--- src/rtl/wb_char_printer_pkg.sv ---
// Shared register map, STATUS field positions and printer FSM states.
// No logic; constants and types only.
// Imported by the character printer top level.
package printer_pkg;

    localparam logic [2:0] REG_DATA   = 3'h0;
    localparam logic [2:0] REG_STATUS = 3'h4;

    localparam int ST_EMPTY_BIT = 8;
    localparam int ST_FULL_BIT  = 9;
    localparam int ST_BUSY_BIT  = 10;
    localparam int ST_OVF_BIT   = 11;

    typedef enum logic [1:0] {
        IDLE   = 2'd0,
        SETUP  = 2'd1,
        STROBE = 2'd2,
        HOLD   = 2'd3
    } prn_state_e;

endpackage

--- src/rtl/wb_char_printer_fifo.sv ---
// Generic synchronous FIFO with level, full and empty flags.
// Push visible on the output one cycle later; head read combinationally.
// Push when full and pop when empty are ignored; the caller decides policy.
module printer_fifo #(
    parameter int  DATA_W = 8,
    parameter int  DEPTH  = 16,
    localparam int AW     = $clog2(DEPTH)
) (
    input  logic              clk_i,
    input  logic              rst_ni,
    input  logic              push_i,
    input  logic [DATA_W-1:0] push_dat_i,
    input  logic              pop_i,
    output logic [DATA_W-1:0] pop_dat_o,
    output logic              full_o,
    output logic              empty_o,
    output logic [AW:0]       level_o
);

    localparam logic [AW-1:0] PTR_ONE = AW'(1);
    localparam logic [AW:0]   LVL_ONE = (AW + 1)'(1);

    logic [DATA_W-1:0] mem_q [DEPTH];
    logic [AW-1:0]     wr_ptr_q, wr_ptr_d;
    logic [AW-1:0]     rd_ptr_q, rd_ptr_d;
    logic [AW:0]       level_q, level_d;
    logic              push_ok, pop_ok;

    assign full_o    = (level_q == (AW + 1)'(DEPTH));
    assign empty_o   = (level_q == '0);
    assign level_o   = level_q;
    assign pop_dat_o = mem_q[rd_ptr_q];
    assign push_ok   = push_i & ~full_o;
    assign pop_ok    = pop_i & ~empty_o;

    // Pointer and level next-state; pointers wrap naturally at DEPTH.
    always_comb begin
        wr_ptr_d = wr_ptr_q;
        rd_ptr_d = rd_ptr_q;
        level_d  = level_q;
        if (push_ok) wr_ptr_d = wr_ptr_q + PTR_ONE;
        if (pop_ok)  rd_ptr_d = rd_ptr_q + PTR_ONE;
        case ({push_ok, pop_ok})
            2'b10:   level_d = level_q + LVL_ONE;
            2'b01:   level_d = level_q - LVL_ONE;
            default: level_d = level_q;
        endcase
    end

    // Pointer and level registers.
    always_ff @(posedge clk_i or negedge rst_ni) begin
        if (!rst_ni) begin
            wr_ptr_q <= '0;
            rd_ptr_q <= '0;
            level_q  <= '0;
        end else begin
            wr_ptr_q <= wr_ptr_d;
            rd_ptr_q <= rd_ptr_d;
            level_q  <= level_d;
        end
    end

    // Storage array; contents need no reset since level gates every read.
    always_ff @(posedge clk_i) begin
        if (push_ok) mem_q[wr_ptr_q] <= push_dat_i;
    end

endmodule

--- src/rtl/wb_char_printer.sv ---
// Wishbone-fed character printer: buffers bytes and replays them on mprj_io[7:0] with a paced strobe.
// Ack one cycle after a hit; each byte occupies 1+SETUP+STROBE+HOLD cycles on the pads.
// Full FIFO drops and flags overflow; with PRINTER_BACKPRESSURE_EN defined the write ack is held until space frees.
module wb_char_printer #(
    parameter logic [31:0] BASE_ADDR  = 32'h3000_0100,
    parameter int          DEPTH      = 16,
    parameter int          SETUP_CYC  = 4,
    parameter int          STROBE_CYC = 4,
    parameter int          HOLD_CYC   = 4
) (
    input  logic        clock,
    input  logic        resetb,
    input  logic        wbs_cyc_i,
    input  logic        wbs_stb_i,
    input  logic        wbs_we_i,
    input  logic [3:0]  wbs_sel_i,
    input  logic [31:0] wbs_adr_i,
    input  logic [31:0] wbs_dat_i,
    output logic        wbs_ack_o,
    output logic [31:0] wbs_dat_o,
    output logic [7:0]  io_data_o,
    output logic        io_strobe_o,
    output logic [7:0]  io_oeb_o
);

    import printer_pkg::*;

    localparam int LVL_W   = $clog2(DEPTH) + 1;
    localparam int MAX_CYC = (SETUP_CYC > STROBE_CYC)
                           ? ((SETUP_CYC > HOLD_CYC) ? SETUP_CYC : HOLD_CYC)
                           : ((STROBE_CYC > HOLD_CYC) ? STROBE_CYC : HOLD_CYC);
    localparam int CNT_W   = (MAX_CYC > 1) ? $clog2(MAX_CYC) : 1;

    localparam logic [CNT_W-1:0] SETUP_LD  = CNT_W'(SETUP_CYC - 1);
    localparam logic [CNT_W-1:0] STROBE_LD = CNT_W'(STROBE_CYC - 1);
    localparam logic [CNT_W-1:0] HOLD_LD   = CNT_W'(HOLD_CYC - 1);
    localparam logic [CNT_W-1:0] CNT_ONE   = CNT_W'(1);

    // Wishbone side
    logic        ack_q, ack_d;
    logic [31:0] dat_q, dat_d;
    logic        ovf_q, ovf_d;
    logic [7:0]  oeb_q, oeb_d;
    logic        wb_hit, sel_data, sel_status;
    logic        data_wr, status_rd, status_wr;
    logic        push, wr_stall, ovf_set;
    logic [31:0] status_word;

    // FIFO
    logic             fifo_pop;
    logic [7:0]       fifo_head;
    logic             fifo_full, fifo_empty;
    logic [LVL_W-1:0] fifo_level;

    // Printer FSM
    prn_state_e       state_q, state_d;
    logic [CNT_W-1:0] cnt_q, cnt_d;
    logic [7:0]       data_q, data_d;
    logic             strobe_q, strobe_d;

    logic unused_bits;
    assign unused_bits = ^{wbs_sel_i[3:1], wbs_dat_i[31:12], wbs_dat_i[10:8]};

    // A held request is not re-evaluated in the ack cycle, so one request gets one ack.
    assign wb_hit     = wbs_cyc_i & wbs_stb_i & (wbs_adr_i[31:3] == BASE_ADDR[31:3]) & ~ack_q;
    assign sel_data   = (wbs_adr_i[2:0] == REG_DATA);
    assign sel_status = (wbs_adr_i[2:0] == REG_STATUS);
    assign data_wr    = wb_hit & wbs_we_i & sel_data & wbs_sel_i[0];
    assign status_rd  = wb_hit & ~wbs_we_i & sel_status;
    assign status_wr  = wb_hit & wbs_we_i & sel_status;
    assign push       = data_wr & ~fifo_full;

`ifdef PRINTER_BACKPRESSURE_EN
    assign wr_stall = data_wr & fifo_full;
    assign ovf_set  = 1'b0;
`else
    assign wr_stall = 1'b0;
    assign ovf_set  = data_wr & fifo_full;
`endif

    // STATUS word assembled from live FIFO and FSM state.
    always_comb begin
        status_word               = '0;
        status_word[7:0]          = 8'(fifo_level);
        status_word[ST_EMPTY_BIT] = fifo_empty;
        status_word[ST_FULL_BIT]  = fifo_full;
        status_word[ST_BUSY_BIT]  = (state_q != IDLE);
        status_word[ST_OVF_BIT]   = ovf_q;
    end

    // Bus response, sticky overflow and pad enable next-state.
    always_comb begin
        ack_d = wb_hit & ~wr_stall;
        dat_d = status_rd ? status_word : 32'h0;
        ovf_d = ovf_q;
        if (ovf_set) begin
            ovf_d = 1'b1;
        end else if (status_wr && wbs_dat_i[ST_OVF_BIT]) begin
            ovf_d = 1'b0;
        end
        oeb_d = push ? 8'h00 : oeb_q;
    end

    // Bus-side registers.
    always_ff @(posedge clock or negedge resetb) begin
        if (!resetb) begin
            ack_q <= 1'b0;
            dat_q <= 32'h0;
            ovf_q <= 1'b0;
            oeb_q <= 8'hFF;
        end else begin
            ack_q <= ack_d;
            dat_q <= dat_d;
            ovf_q <= ovf_d;
            oeb_q <= oeb_d;
        end
    end

    printer_fifo #(
        .DATA_W (8),
        .DEPTH  (DEPTH)
    ) u_fifo (
        .clk_i      (clock),
        .rst_ni     (resetb),
        .push_i     (push),
        .push_dat_i (wbs_dat_i[7:0]),
        .pop_i      (fifo_pop),
        .pop_dat_o  (fifo_head),
        .full_o     (fifo_full),
        .empty_o    (fifo_empty),
        .level_o    (fifo_level)
    );

    // Printer sequencing: pop, setup, strobe, hold, sharing one down-counter.
    always_comb begin
        state_d  = state_q;
        cnt_d    = cnt_q;
        data_d   = data_q;
        strobe_d = strobe_q;
        fifo_pop = 1'b0;
        case (state_q)
            IDLE: begin
                if (!fifo_empty) begin
                    fifo_pop = 1'b1;
                    data_d   = fifo_head;
                    state_d  = SETUP;
                    cnt_d    = SETUP_LD;
                end
            end
            SETUP: begin
                if (cnt_q == '0) begin
                    state_d  = STROBE;
                    strobe_d = 1'b1;
                    cnt_d    = STROBE_LD;
                end else begin
                    cnt_d = cnt_q - CNT_ONE;
                end
            end
            STROBE: begin
                if (cnt_q == '0) begin
                    state_d  = HOLD;
                    strobe_d = 1'b0;
                    cnt_d    = HOLD_LD;
                end else begin
                    cnt_d = cnt_q - CNT_ONE;
                end
            end
            HOLD: begin
                if (cnt_q == '0) begin
                    state_d = IDLE;
                end else begin
                    cnt_d = cnt_q - CNT_ONE;
                end
            end
            default: begin
                state_d  = IDLE;
                strobe_d = 1'b0;
            end
        endcase
    end

    // Printer registers; reset drops strobe and data immediately.
    always_ff @(posedge clock or negedge resetb) begin
        if (!resetb) begin
            state_q  <= IDLE;
            cnt_q    <= '0;
            data_q   <= 8'h00;
            strobe_q <= 1'b0;
        end else begin
            state_q  <= state_d;
            cnt_q    <= cnt_d;
            data_q   <= data_d;
            strobe_q <= strobe_d;
        end
    end

    assign wbs_ack_o   = ack_q;
    assign wbs_dat_o   = dat_q;
    assign io_data_o   = data_q;
    assign io_strobe_o = strobe_q;
    assign io_oeb_o    = oeb_q;

endmodule

--- config.mk ---
export PLATFORM = sky130hd
export DESIGN_NAME = wb_char_printer
export DESIGN_NICKNAME = d
export VERILOG_FILES = /design/src/rtl/wb_char_printer_pkg.sv /design/src/rtl/wb_char_printer_fifo.sv /design/src/rtl/wb_char_printer.sv
export SDC_FILE = /design/constraint.sdc
export NUM_CORES = 1
export LEC_CHECK = 0
export CAP_MARGIN = 20
export CORE_ASPECT_RATIO = 0.6
export CORE_MARGIN = 2
export CORE_UTILIZATION = 48
export CTS_BUF_LIST = sky130_fd_sc_hd__clkbuf_16
export DETAILED_ROUTE_END_ITERATION = 10
export MAX_ROUTING_LAYER = met4
export PLACE_DENSITY = 0.76
export SLEW_MARGIN = 30
export SYNTH_ARGS = -nofsm -noshare
export SYNTH_HDL_FRONTEND = slang
export SYNTH_SLANG_ARGS = --single-unit
--- constraint.sdc ---
create_clock -name clock -period 3 [get_ports clock]
set_input_delay 0.6 -clock clock [delete_from_list [all_inputs] [get_ports clock]]
set_output_delay 0.6 -clock clock [all_outputs]
set_load 0.02 [all_outputs]
Yosys cells after proc, flatten, opt, wreduce, memory -nomap -nowiden --
Memories as Yosys holds them, arrays and structs flattened. A register that Yosys moved wholly into a read port is not among the register bits. Cells that the tools add are included.
Storage, ports and cells: output and inout port bits 50, RAM bits 128, register bits 40, input bits 73, memories 1, word-level logic and storage cells 81
Memories:
- u_fifo.mem_q | words 16, width 8, read ports 1, clocked after memory_dff 1, write ports 1, RTL line wb_char_printer_fifo.sv:23 | logic [DATA_W-1:0] mem_q [DEPTH];
Operators by class: reductions and logical operators 15, eq/ne operators 13, multiplexer cells 20, bitwise gates (word level) 17, add/subtract/negate cells 5
Operator list (count):
- 29-bit by 27-bit == test with 1-bit output (second input constant) | 1
- 2-bit 2-to-1 mux | 7
- 1-bit bitwise AND | 13
- 12-bit 2-to-1 mux | 1
- 2-bit != test (second input constant) | 5
- 5-bit one-hot mux with 2 select lines | 1
- 4-bit by 1-bit adder with 4-bit output (second input constant) | 2
- 1-bit 2-to-1 mux | 8
- 2-bit one-hot mux with 4 select lines | 1
- 2-bit nonzero test | 4
- 2-bit == test (second input constant) | 3
- 2-bit one-hot mux with 3 select lines | 1
- 5-bit by 1-bit adder with 5-bit output (second input constant) | 1
- 5-bit == test (second input constant) | 1
- 5-bit zero test | 1
- 5-bit by 1-bit subtractor with 5-bit output (second input constant) | 1
- 2-bit by 1-bit == test with 1-bit output (second input constant) | 2
- 2-bit zero test | 2
- 1-bit NOT | 4
- 2-bit AND reduction | 2
- 4-bit AND reduction | 1
- 3-bit == test (second input constant) | 1
- 3-bit zero test | 1
- 3-bit AND reduction | 1
- other kinds (5) | 5

Depth between registers and ports, before layout --
Gate-level depths: netlist of the first run.
word-level depth 10, depth in mapped cells 13, gate-level depth less buffers 11

By module --
A second synthesis of the first run with hierarchy kept.
Unflattened totals: cell total of the unflattened synthesis 458, area, all modules 7204.4 um^2
By module, submodules not included:
- printer_fifo | times used 1, cells an instance 332, area each 5779.3 um^2
- wb_char_printer | times used 1, cells an instance 126, area each 1425.1 um^2

Least setup slack after synthesis of the first run --
OpenSTA, ideal clock, no wires.
kind input-to-reg, start input wbs_adr_i[11], end register u_fifo.level_q[4], in the netlist u_fifo.level_o[4], arrival 2.984 ns, data required time 2.877 ns, stages 12, slack -0.107 ns, setup time 0.123 ns, cells stage by stage nor4_2 -> nand4_2 -> nor3_1 -> inv_1 -> ha_1 -> clkbuf_1 -> xor2_1 -> ha_1 -> o211a_1 -> o31ai_1 -> a31oi_1 -> xnor2_1
On the way: cells in the longest elaborated chain, start to end 10, elaborated cells on any way between the ends 12
RTL lines:
- start: declaration | RTL line wb_char_printer.sv:17 | input logic [31:0] wbs_adr_i,
- 29-bit by 27-bit == test with 1-bit output * | RTL line wb_char_printer.sv:65 | assign wb_hit = wbs_cyc_i & wbs_stb_i & (wbs_adr_i[31:3] == BASE_ADDR[31:3]) & ~ack_q;
- 1-bit bitwise AND * (2 in series) | RTL line wb_char_printer.sv:65
- 1-bit bitwise AND * (3 in series) | RTL line wb_char_printer.sv:68 | assign data_wr = wb_hit & wbs_we_i & sel_data & wbs_sel_i[0];
- 1-bit bitwise AND * | RTL line wb_char_printer.sv:71 | assign push = data_wr & ~fifo_full;
- 1-bit bitwise AND * | RTL line wb_char_printer_fifo.sv:33 | assign push_ok = push_i & ~full_o;
- 2-bit by 1-bit == test with 1-bit output / 2-bit == test (equally long branches) | RTL line wb_char_printer_fifo.sv:43 | case ({push_ok, pop_ok})
- 5-bit one-hot mux with 2 select lines / 2-bit nonzero test (equally long branches)
- end signal: assignment | RTL line wb_char_printer_fifo.sv:59 | level_q <= level_d;
- end: declaration | RTL line wb_char_printer_fifo.sv:26 | logic [AW:0] level_q, level_d;
Mark *: on every way between the ends. The rest lies on a longest branch, timed or not. A chain may end at the register's enable or synchronous reset.

Final worst setup path of the first run --
start input wbs_adr_i[19], end register u_fifo.level_q[4], in the netlist u_fifo.level_o[4]
The elaborated chain is that of the path after synthesis.

==> impl_metrics.xml, run 1 <==
<?xml version="1.0" encoding="UTF-8"?>
<metrics>
  <group name="clock_tree">
    <metric name="cts-root-buf" unit="">sky130_fd_sc_hd__clkbuf_16</metric>
    <metric name="clock_sink_count" unit="">166</metric>
    <metric name="max_root_sink_buffers" unit="">2</metric>
    <metric name="cts_tree" unit="">done</metric>
    <metric name="clk_pin_slew_worst_paths" unit="ns">0.07</metric>
    <metric name="clk-insertion-delay-late" unit="ns">0.42</metric>
    <metric name="htree_levels" unit="">4</metric>
    <metric name="cts_inserted_buffers" unit="">17</metric>
    <metric name="setup_repair_bufs_after_cts" unit="">0</metric>
    <metric name="cts.hold.buffers_added" unit="">0</metric>
  </group>
  <group name="synthesis">
    <metric name="synthesis.instances" unit="">423</metric>
    <metric name="ys_types" unit="">57</metric>
    <metric name="postSynth.asyncResetShare" unit="%">22.9</metric>
    <metric name="synth_edf_count" unit="">128</metric>
    <metric name="postSynthAreaPerCell" unit="µm²">17.1</metric>
    <metric name="yosys_warnings" unit="">0</metric>
    <metric name="yosys_most_used_dff" unit="">sky130_fd_sc_hd__edfxtp_1</metric>
    <metric name="synth_top_area_share" unit="%">53.2</metric>
    <metric name="ys_seq_area_share" unit="%">66.4</metric>
    <metric name="library_cell_with_the_largest_summed_area_after_synthesis" unit="">sky130_fd_sc_hd__edfxtp_1</metric>
    <metric name="yosys_register_bits" unit="">166</metric>
    <metric name="synthesis.area" unit="mm²">0.00722</metric>
    <metric name="synthTopCellsByArea" unit="">sky130_fd_sc_hd__edfxtp_1 53%, sky130_fd_sc_hd__dfrtp_1 13%, sky130_fd_sc_hd__mux4_2 10%</metric>
  </group>
  <group name="timing">
    <metric name="slew_violations" unit="">0</metric>
    <metric name="fin_worst_skew" unit="ns">0.0108</metric>
    <metric name="top_achievable_clock_speed" unit="MHz">355</metric>
    <metric name="setup_ws" unit="ns">0.180</metric>
    <metric name="finalWorstPathRequiredPeriod" unit="ns">2.82</metric>
    <metric name="timing.slew.headroom" unit="%">43.8</metric>
    <metric name="max_slew.worst_pin.slew" unit="ns">0.844</metric>
    <metric name="hold_viol_final" unit="">0</metric>
    <metric name="final-setup-viol-count" unit="">0</metric>
    <metric name="layout_worst_path_cycle_share" unit="%">94.0</metric>
  </group>
  <group name="final_layout">
    <metric name="area.growth.synth_to_final" unit="%">23.5</metric>
    <metric name="mostFrequentLayoutCell" unit="">sky130_fd_sc_hd__edfxtp_1</metric>
    <metric name="fraction_of_final_layout_cells_with_drive_strength_greater_than_1" unit="%">24.4</metric>
    <metric name="n_fill_cell" unit="">1035</metric>
    <metric name="layout_common_cells" unit="">128 x sky130_fd_sc_hd__edfxtp_1, 72 x sky130_fd_sc_hd__clkdlybuf4s50_1, 37 x sky130_fd_sc_hd__dfrtp_1, 37 x sky130_fd_sc_hd__buf_4, 32 x sky130_fd_sc_hd__mux4_2</metric>
    <metric name="layout.cells.non_filler" unit="">739</metric>
    <metric name="antennaDiodeCount" unit="">0</metric>
    <metric name="layout.nets" unit="">615</metric>
  </group>
  <group name="floorplanning">
    <metric name="floorplan.rows" unit="">34</metric>
    <metric name="die-width" unit="µm">162</metric>
    <metric name="die_area" unit="mm²">0.0161</metric>
    <metric name="pin_count" unit="">123</metric>
    <metric name="die_h" unit="µm">99.0</metric>
    <metric name="core_footprint" unit="mm²">0.0146</metric>
    <metric name="initial_core_util" unit="%">49.5</metric>
  </group>
  <group name="critical_path">
    <metric name="startpoint_type" unit="">primary input</metric>
    <metric name="critical_path.startpoint" unit="">wbs_adr_i[19]</metric>
    <metric name="crit_end" unit="">u_fifo.level_o[4]</metric>
    <metric name="worst-endpoint-arrival" unit="ns">3.12</metric>
    <metric name="cp-end-kind" unit="">flip-flop</metric>
    <metric name="reg2reg_depth" unit="">10</metric>
    <metric name="crit-reg2reg-launch" unit="">u_fifo.level_o[2]</metric>
    <metric name="setup.worst_path.class" unit="">in -&gt; reg</metric>
    <metric name="cp_common_cell" unit="">sky130_fd_sc_hd__ha_1</metric>
    <metric name="timing.rr.end" unit="">u_fifo.level_o[4]</metric>
    <metric name="cp.required" unit="ns">3.30</metric>
    <metric name="timing.critical_path.cells" unit="">clkdlybuf4s50_1, nor4_4, nand4_4, nor3_2, inv_1, ha_1, xor2_1, ha_1, o211a_1, o31ai_1, a31oi_1, xnor2_1</metric>
    <metric name="cp_slowest_stage_delay" unit="ns">0.45</metric>
    <metric name="worstPathMaxFanout" unit="">3</metric>
    <metric name="regToRegSetupSlack" unit="ns">0.27</metric>
    <metric name="crit_slowest_cell" unit="">sky130_fd_sc_hd__clkdlybuf4s50_1</metric>
  </group>
  <group name="detailed_routing">
    <metric name="drt-initial-drc-count" unit="">360</metric>
    <metric name="finalWirelength" unit="µm">15600</metric>
    <metric name="antenna_left" unit="">0</metric>
    <metric name="post_drt_wl_per_cell" unit="µm">21.1</metric>
    <metric name="firstDrtPassIters" unit="">5</metric>
    <metric name="route.detailed.vias_per_inst" unit="">5.63</metric>
    <metric name="detail_route.drc_violations" unit="">0</metric>
    <metric name="num_vias" unit="">4160</metric>
  </group>
  <group name="pwr">
    <metric name="peakVddDrop" unit="mV">0.376</metric>
    <metric name="power_leakage" unit="nW">3.18</metric>
    <metric name="total_power" unit="mW">4.82</metric>
    <metric name="pwr_density_cell" unit="mW/mm²">541</metric>
  </group>
  <group name="global_routing">
    <metric name="wire_length_of_the_first_global_routing_pass" unit="µm">24000</metric>
    <metric name="pin_count_of_the_biggest_net_entering_global_routing" unit="">39</metric>
    <metric name="grt_usage" unit="%">21.1</metric>
    <metric name="grt_antenna_before_repair" unit="">0</metric>
    <metric name="grt_pass1_vias" unit="">4146</metric>
    <metric name="overflow" unit="">0</metric>
  </group>
  <group name="run_status">
    <metric name="status" unit="">finished, final reports clean</metric>
  </group>
  <group name="placed_design">
    <metric name="preCtsSetupSlack" unit="ns">-0.271</metric>
    <metric name="gpl.final_weighted_congestion" unit="">0.793</metric>
    <metric name="placed_cells" unit="">707</metric>
    <metric name="port_buffers" unit="">73</metric>
    <metric name="dp_hpwl" unit="µm">10100</metric>
  </group>
  <group name="job">
    <metric name="cap_viol_max_count" unit="">0</metric>
  </group>
  <group name="hold_path">
    <metric name="hp-class" unit="">in -&gt; async</metric>
  </group>
</metrics>
state kept, by name, indices dropped and copies added (netlist names), 2 cells and up:
name and flops:
u_fifo.wr_ptr_q 4, u_fifo.mem_q 128, io_data_o 8, u_fifo.rd_ptr_q 4, state_q 2, u_fifo.level_o 5
cnt_q 2, wbs_dat_o 9
through the flow:
step                 TNS, ns  util, %  cell area, µm²  hold slack (ns)
finish                     0     61.1            8910            0.157
global route        -0.00613     61.1            8910            0.179
CTS                        0     60.9            8890            0.334
detailed placement     -9.85     56.7            8280            0.475
global placement       -5.09     56.7            8280            0.467
floorplan                  0        -            7310            0.304
power breakdown:
group	switching (mW)	internal, mW	total, mW
logic	0.0804	0.0603	0.141
registers	0.000000000625	2.48	2.48
clock network	1.01	1.20	2.20
cell type report:
| cell class | count | area, µm² | share of cell area, % |
|---|---|---|---|
| clock buffers | 17 | 425 | 4.77 |
| clock inverters | 15 | 180 | 2.02 |
| inverters | 16 | 60.1 | 0.674 |
| multi-input cells | 215 | 2150 | 24.1 |
| flip-flops and latches | 166 | 4800 | 53.8 |
| well taps | 198 | 248 | 2.78 |
| repair buffers | 112 | 1060 | 11.9 |
layer usage:
| metal | vias up | share of wire, % | global-route usage (%) |
|---|---|---|---|
| met1 | 2163 | 45 | 30.9 |
| met2 | 176 | 47 | 30.6 |
| met3 | 10 | 7.3 | 5.01 |
| met4 | 0 | 0.41 | 4.22 |
| met5 | - | 0 | - |
| li1 | 1811 | - | - |
worst max-delay path, delay by kind of cell:
family                   cells  cell delay (ns)
adder cells (fa/ha/maj)      2             0.43
XOR/XNOR                     2             0.28
AND/OR/NAND/NOR              3             0.75
buffers and inverters        2             0.54
AO/OA/AOI/OAI                3             0.51
what timing repair did:
item,4_1_cts,5_1_grt
endpoints found under the hold margin,0,0
gates resized for setup,0,3
setup endpoints to repair,0,1
Yosys cell counts (2+ instances only):
cell / number
sky130_fd_sc_hd__a21oi_1: 8
sky130_fd_sc_hd__a311oi_1: 2
sky130_fd_sc_hd__and2_1: 7
sky130_fd_sc_hd__and4_1: 2
sky130_fd_sc_hd__buf_1: 3
sky130_fd_sc_hd__buf_2: 7
sky130_fd_sc_hd__buf_4: 32
sky130_fd_sc_hd__buf_6: 3
sky130_fd_sc_hd__clkbuf_1: 3
sky130_fd_sc_hd__dfrtp_1: 37
sky130_fd_sc_hd__edfxtp_1: 128
sky130_fd_sc_hd__ha_1: 14
sky130_fd_sc_hd__inv_1: 14
sky130_fd_sc_hd__mux2_2: 3
sky130_fd_sc_hd__mux2i_1: 15
sky130_fd_sc_hd__mux4_2: 32
sky130_fd_sc_hd__nand2_1: 15
sky130_fd_sc_hd__nand2b_1: 2
sky130_fd_sc_hd__nand4_1: 4
sky130_fd_sc_hd__nor2_1: 10
sky130_fd_sc_hd__nor2b_1: 4
sky130_fd_sc_hd__nor3_1: 10
sky130_fd_sc_hd__nor3_2: 8
sky130_fd_sc_hd__nor4_1: 2
sky130_fd_sc_hd__nor4_2: 4
sky130_fd_sc_hd__nor4_4: 3
sky130_fd_sc_hd__o211a_1: 2
sky130_fd_sc_hd__o21ai_0: 4
sky130_fd_sc_hd__o221ai_1: 7
sky130_fd_sc_hd__o31ai_1: 2
sky130_fd_sc_hd__xnor2_1: 8
sky130_fd_sc_hd__xor2_1: 3
worst min path at each step:
stage,to,slack (ns),depth (start not counted),from
global placement,wbs_dat_o[11],0.47,1,ovf_q
finish,io_data_o[2],0.16,1,resetb
global route,io_data_o[2],0.18,1,resetb
CTS,io_data_o[2],0.33,1,resetb
floorplan,cnt_q[0],0.30,0,resetb
detailed placement,wbs_dat_o[11],0.47,1,ovf_q
cells by family (layout without fill, tap and decap cells):
family	count (synthesis)	count (layout)	synth area share (%)
adder cells (fa/ha/maj)	14	14	2.43
other	1	23	0.0519
AO/OA/AOI/OAI	35	35	3.62
buffers and inverters	64	160	5.42
AND/OR/NAND/NOR	82	82	8.20
flip-flops	166	166	66.4
multiplexers	50	50	12.5
XOR/XNOR	11	11	1.33
(Power assumes the default switching activity.)
==> inputs of run 2 (changes only) <==
--- a/config.mk
+++ b/config.mk
@@ -13,7 +13,9 @@
 export DETAILED_ROUTE_END_ITERATION = 10
 export MAX_ROUTING_LAYER = met4
 export PLACE_DENSITY = 0.76
+export RECOVER_POWER = 50
 export SLEW_MARGIN = 30
 export SYNTH_ARGS = -nofsm -noshare
 export SYNTH_HDL_FRONTEND = slang
+export SYNTH_HIERARCHICAL = 1
 export SYNTH_SLANG_ARGS = --single-unit
==> run 2 against run 1 <==
  * The run now ends with capacitance limit, slew limit left
  * Combinational power about the same
  * Global-route usage up 0.25 points
  * Maximum frequency decreased by 3.3%
  * Critical path depth grew 2
  * Sequential share of layout area shrank 0.36 points
  * Clock-buffer cell count is the same
  * Core utilization rose by 0.43 points
  * Setup slack worse by 0.096 ns
  * Final cell count increased by 5.5%
  * Largest power group unchanged
==> impl_metrics.xml, run 2 <==
<?xml version="1.0" encoding="UTF-8"?>
<metrics>
  <group name="detailed_routing">
    <metric name="detail_route.drc_violations" unit="">0</metric>
    <metric name="antenna_left" unit="">0</metric>
    <metric name="firstDrtPassIters" unit="">5</metric>
    <metric name="route.detailed.vias_per_inst" unit="">5.35</metric>
    <metric name="finalWirelength" unit="µm">16100</metric>
    <metric name="drt-initial-drc-count" unit="">417</metric>
    <metric name="num_vias" unit="">4173</metric>
    <metric name="post_drt_wl_per_cell" unit="µm">20.6</metric>
  </group>
  <group name="placed_design">
    <metric name="gpl.final_weighted_congestion" unit="">0.863</metric>
    <metric name="dp_hpwl" unit="µm">11000</metric>
    <metric name="preCtsSetupSlack" unit="ns">-0.530</metric>
    <metric name="port_buffers" unit="">73</metric>
  </group>
  <group name="critical_path">
    <metric name="critical_path_buf_inv_count" unit="">2</metric>
    <metric name="timing.critical_path.max_delay_family" unit="">simple AND/OR/NAND/NOR gates</metric>
    <metric name="startpoint_type" unit="">primary input</metric>
    <metric name="worst-endpoint-arrival" unit="ns">3.23</metric>
    <metric name="setup.worst_path.class" unit="">in -&gt; reg</metric>
    <metric name="crit-reg2reg-launch" unit="">state_q[0]</metric>
    <metric name="cp.required" unit="ns">3.31</metric>
    <metric name="worstPathMaxFanout" unit="">4</metric>
    <metric name="cp_common_cell" unit="">sky130_fd_sc_hd__ha_4</metric>
    <metric name="cp-end-kind" unit="">flip-flop</metric>
    <metric name="cp_slowest_stage_delay" unit="ns">0.40</metric>
    <metric name="crit_slowest_cell" unit="">sky130_fd_sc_hd__clkdlybuf4s50_1</metric>
    <metric name="timing.critical_path.cells" unit="">clkdlybuf4s50_1, and4bb_2, nand4_4, nor3_4, and2_1, and2_4, inv_2, ha_4, ha_4, nor2b_4, o21ai_2, a21oi_2, or3b_4, xnor2_1</metric>
    <metric name="critical_path.startpoint" unit="">wbs_adr_i[31]</metric>
  </group>
  <group name="synthesis">
    <metric name="synthesis.area" unit="mm²">0.00720</metric>
    <metric name="ys_types" unit="">46</metric>
    <metric name="yosys_register_bits" unit="">166</metric>
    <metric name="synthesis.instances" unit="">458</metric>
    <metric name="post_synth_most_frequent_cells" unit="">128 x sky130_fd_sc_hd__edfxtp_1, 37 x sky130_fd_sc_hd__dfrtp_1, 30 x sky130_fd_sc_hd__buf_4</metric>
    <metric name="yosysMostFrequentCell" unit="">sky130_fd_sc_hd__edfxtp_1</metric>
    <metric name="synth_top_area_share" unit="%">53.4</metric>
    <metric name="postSynthAreaPerCell" unit="µm²">15.7</metric>
    <metric name="ys_seq_area_share" unit="%">66.6</metric>
    <metric name="yosys_most_used_dff" unit="">sky130_fd_sc_hd__edfxtp_1</metric>
    <metric name="synthTopCellsByArea" unit="">sky130_fd_sc_hd__edfxtp_1 53%, sky130_fd_sc_hd__dfrtp_1 13%, sky130_fd_sc_hd__mux4_2 5.0%</metric>
    <metric name="library_cell_with_the_largest_summed_area_after_synthesis" unit="">sky130_fd_sc_hd__edfxtp_1</metric>
    <metric name="yosys_warnings" unit="">6</metric>
    <metric name="postSynth.asyncResetShare" unit="%">22.9</metric>
    <metric name="synth_edf_count" unit="">128</metric>
  </group>
  <group name="timing">
    <metric name="hold_viol_final" unit="">0</metric>
    <metric name="layout_worst_path_cycle_share" unit="%">97.2</metric>
    <metric name="fin_worst_skew" unit="ns">0.00880</metric>
    <metric name="fin_worst_hold_slack" unit="ns">0.495</metric>
    <metric name="max_slew.worst_pin.slew" unit="ns">2.13</metric>
    <metric name="setup_ws" unit="ns">0.0838</metric>
    <metric name="timing.slew.headroom" unit="%">-42.3</metric>
    <metric name="final-setup-viol-count" unit="">0</metric>
    <metric name="slew_violations" unit="">39</metric>
    <metric name="top_achievable_clock_speed" unit="MHz">343</metric>
    <metric name="finalWorstPathRequiredPeriod" unit="ns">2.92</metric>
  </group>
  <group name="final_layout">
    <metric name="layout_common_cells" unit="">128 x sky130_fd_sc_hd__edfxtp_1, 43 x sky130_fd_sc_hd__buf_4, 41 x sky130_fd_sc_hd__clkdlybuf4s50_1, 36 x sky130_fd_sc_hd__dfrtp_1, 25 x sky130_fd_sc_hd__mux2i_1</metric>
    <metric name="regMostFlops" unit="">u_fifo/mem_q</metric>
    <metric name="layout.nets" unit="">658</metric>
    <metric name="area.growth.synth_to_final" unit="%">24.6</metric>
    <metric name="fraction_of_final_layout_cells_with_drive_strength_greater_than_1" unit="%">22.9</metric>
    <metric name="largest_register_ffs" unit="">128</metric>
    <metric name="mostFrequentLayoutCell" unit="">sky130_fd_sc_hd__edfxtp_1</metric>
    <metric name="antennaDiodeCount" unit="">0</metric>
  </group>
  <group name="clock_tree">
    <metric name="htree_levels" unit="">4</metric>
    <metric name="cts-root-buf" unit="">sky130_fd_sc_hd__clkbuf_16</metric>
    <metric name="cts_inserted_buffers" unit="">17</metric>
    <metric name="max_root_sink_buffers" unit="">2</metric>
    <metric name="cts_tree" unit="">done</metric>
    <metric name="clk_pin_slew_worst_paths" unit="ns">0.06</metric>
    <metric name="clk-insertion-delay-late" unit="ns">0.42</metric>
    <metric name="clock_sink_count" unit="">166</metric>
  </group>
  <group name="pwr">
    <metric name="pwr_density_cell" unit="mW/mm²">524</metric>
    <metric name="peakVddDrop" unit="mV">0.338</metric>
    <metric name="power_leakage" unit="nW">3.38</metric>
  </group>
  <group name="global_routing">
    <metric name="pin_count_of_the_biggest_net_entering_global_routing" unit="">39</metric>
    <metric name="wire_length_of_the_first_global_routing_pass" unit="µm">24000</metric>
    <metric name="grt_usage" unit="%">21.4</metric>
    <metric name="grt_pass1_vias" unit="">4142</metric>
    <metric name="grt_antenna_before_repair" unit="">0</metric>
    <metric name="overflow" unit="">0</metric>
  </group>
  <group name="floorplanning">
    <metric name="die-width" unit="µm">162</metric>
    <metric name="pin_count" unit="">123</metric>
    <metric name="core_footprint" unit="mm²">0.0146</metric>
    <metric name="die_area" unit="mm²">0.0160</metric>
    <metric name="die_h" unit="µm">98.9</metric>
    <metric name="initial_core_util" unit="%">49.4</metric>
    <metric name="floorplan.rows" unit="">34</metric>
  </group>
  <group name="run_status">
    <metric name="violations" unit="">capacitance limit, slew limit</metric>
    <metric name="status" unit="">complete, but fails checks</metric>
  </group>
  <group name="hold_path">
    <metric name="hold_path.startpoint" unit="">u_fifo/level_o[4]</metric>
    <metric name="hp-class" unit="">reg -&gt; reg</metric>
  </group>
  <group name="job">
    <metric name="cap_viol_max_count" unit="">1</metric>
  </group>
</metrics>
[run 2: cell count changes after synthesis, moves of 8 or more]
cell                       before  now
sky130_fd_sc_hd__a22oi_1        1    9
sky130_fd_sc_hd__mux2_2         3   17
sky130_fd_sc_hd__mux4_2        32   16
sky130_fd_sc_hd__mux2i_1       15   25
sky130_fd_sc_hd__a221oi_1       0    8
sky130_fd_sc_hd__o21ai_0        4   24
[run 2: kinds of logic (layout without fill, tap and decap cells)]
group / after synthesis / after routing / share of synthesized area, %
buffers and inverters: 61 / 163 / 5.61
and+or+nand+nor: 84 / 84 / 7.17
muxes: 60 / 60 / 11.5
DFF: 166 / 166 / 66.6
other: 1 / 23 / 0.0521
adders and majority gates: 16 / 16 / 2.88
xor gates and xnor gates: 10 / 10 / 1.22
AOI/OAI and AO/OA: 60 / 60 / 5.00
[run 2: area by class of cell]
cell class,count,area (µm²)
tap,198,248
clock buffer,17,425
inverter,12,45.0
sequential,166,4800
timing repair buffer,119,1120
fill,1069,5610
multi-input combinational,253,2210
clock inverter,15,139
[run 2: repair_timing]
item                       CTS  global route
gates cloned                 0             0
buffers inserted             0             2
setup endpoints to repair    1             1
pin swaps                    8            17
gates resized for setup      8            30
hold buffers                 0             0
[run 2: where the power goes]
group          switching [mW]  internal (mW)  leakage [nW]
Clock                   0.876           1.21         0.279
Combinational          0.0855         0.0532          1.46
Sequential           0.000393           2.48          1.64
[run 2: routing by layer]
| metal | GRT usage (%) | part of all wire [%] |
|---|---|---|
| met1 | 29.4 | 44 |
| met2 | 29.1 | 45 |
| met3 | 9.01 | 9.6 |
| met4 | 6.33 | 0.97 |
| met5 | - | 0 |
[run 2: stage by stage]
step / TNS, ns / total power, mW / cells / utilization (%) / area [µm²]
6_report: 0 / 4.71 / 780 / 61.5 / 8980
2_1_floorplan: -0.0254 / 2.59 / 480 / - / 7350
3_3_place_gp: -3.60 / 2.67 / 746 / 56.9 / 8300
5_1_grt: -0.0121 / 4.84 / 780 / 61.5 / 8980
4_1_cts: 0 / 4.75 / 778 / 60.8 / 8870
3_5_place_dp: -4.75 / 2.67 / 746 / 56.9 / 8300
[run 2: final timing paths]
check                                     end  slack (ns)  cells past startpoint
setup / recovery            u_fifo/level_o[4]        0.08                     14
hold / removal              u_fifo/level_o[4]        0.49                      1
setup reg to reg            u_fifo/level_o[4]        0.16                     12
hold reg to reg             u_fifo/level_o[4]        0.49                      1
max in group asynchronous  u_fifo/rd_ptr_q[0]        0.83                      1
min in group asynchronous          state_q[1]        0.79                      1
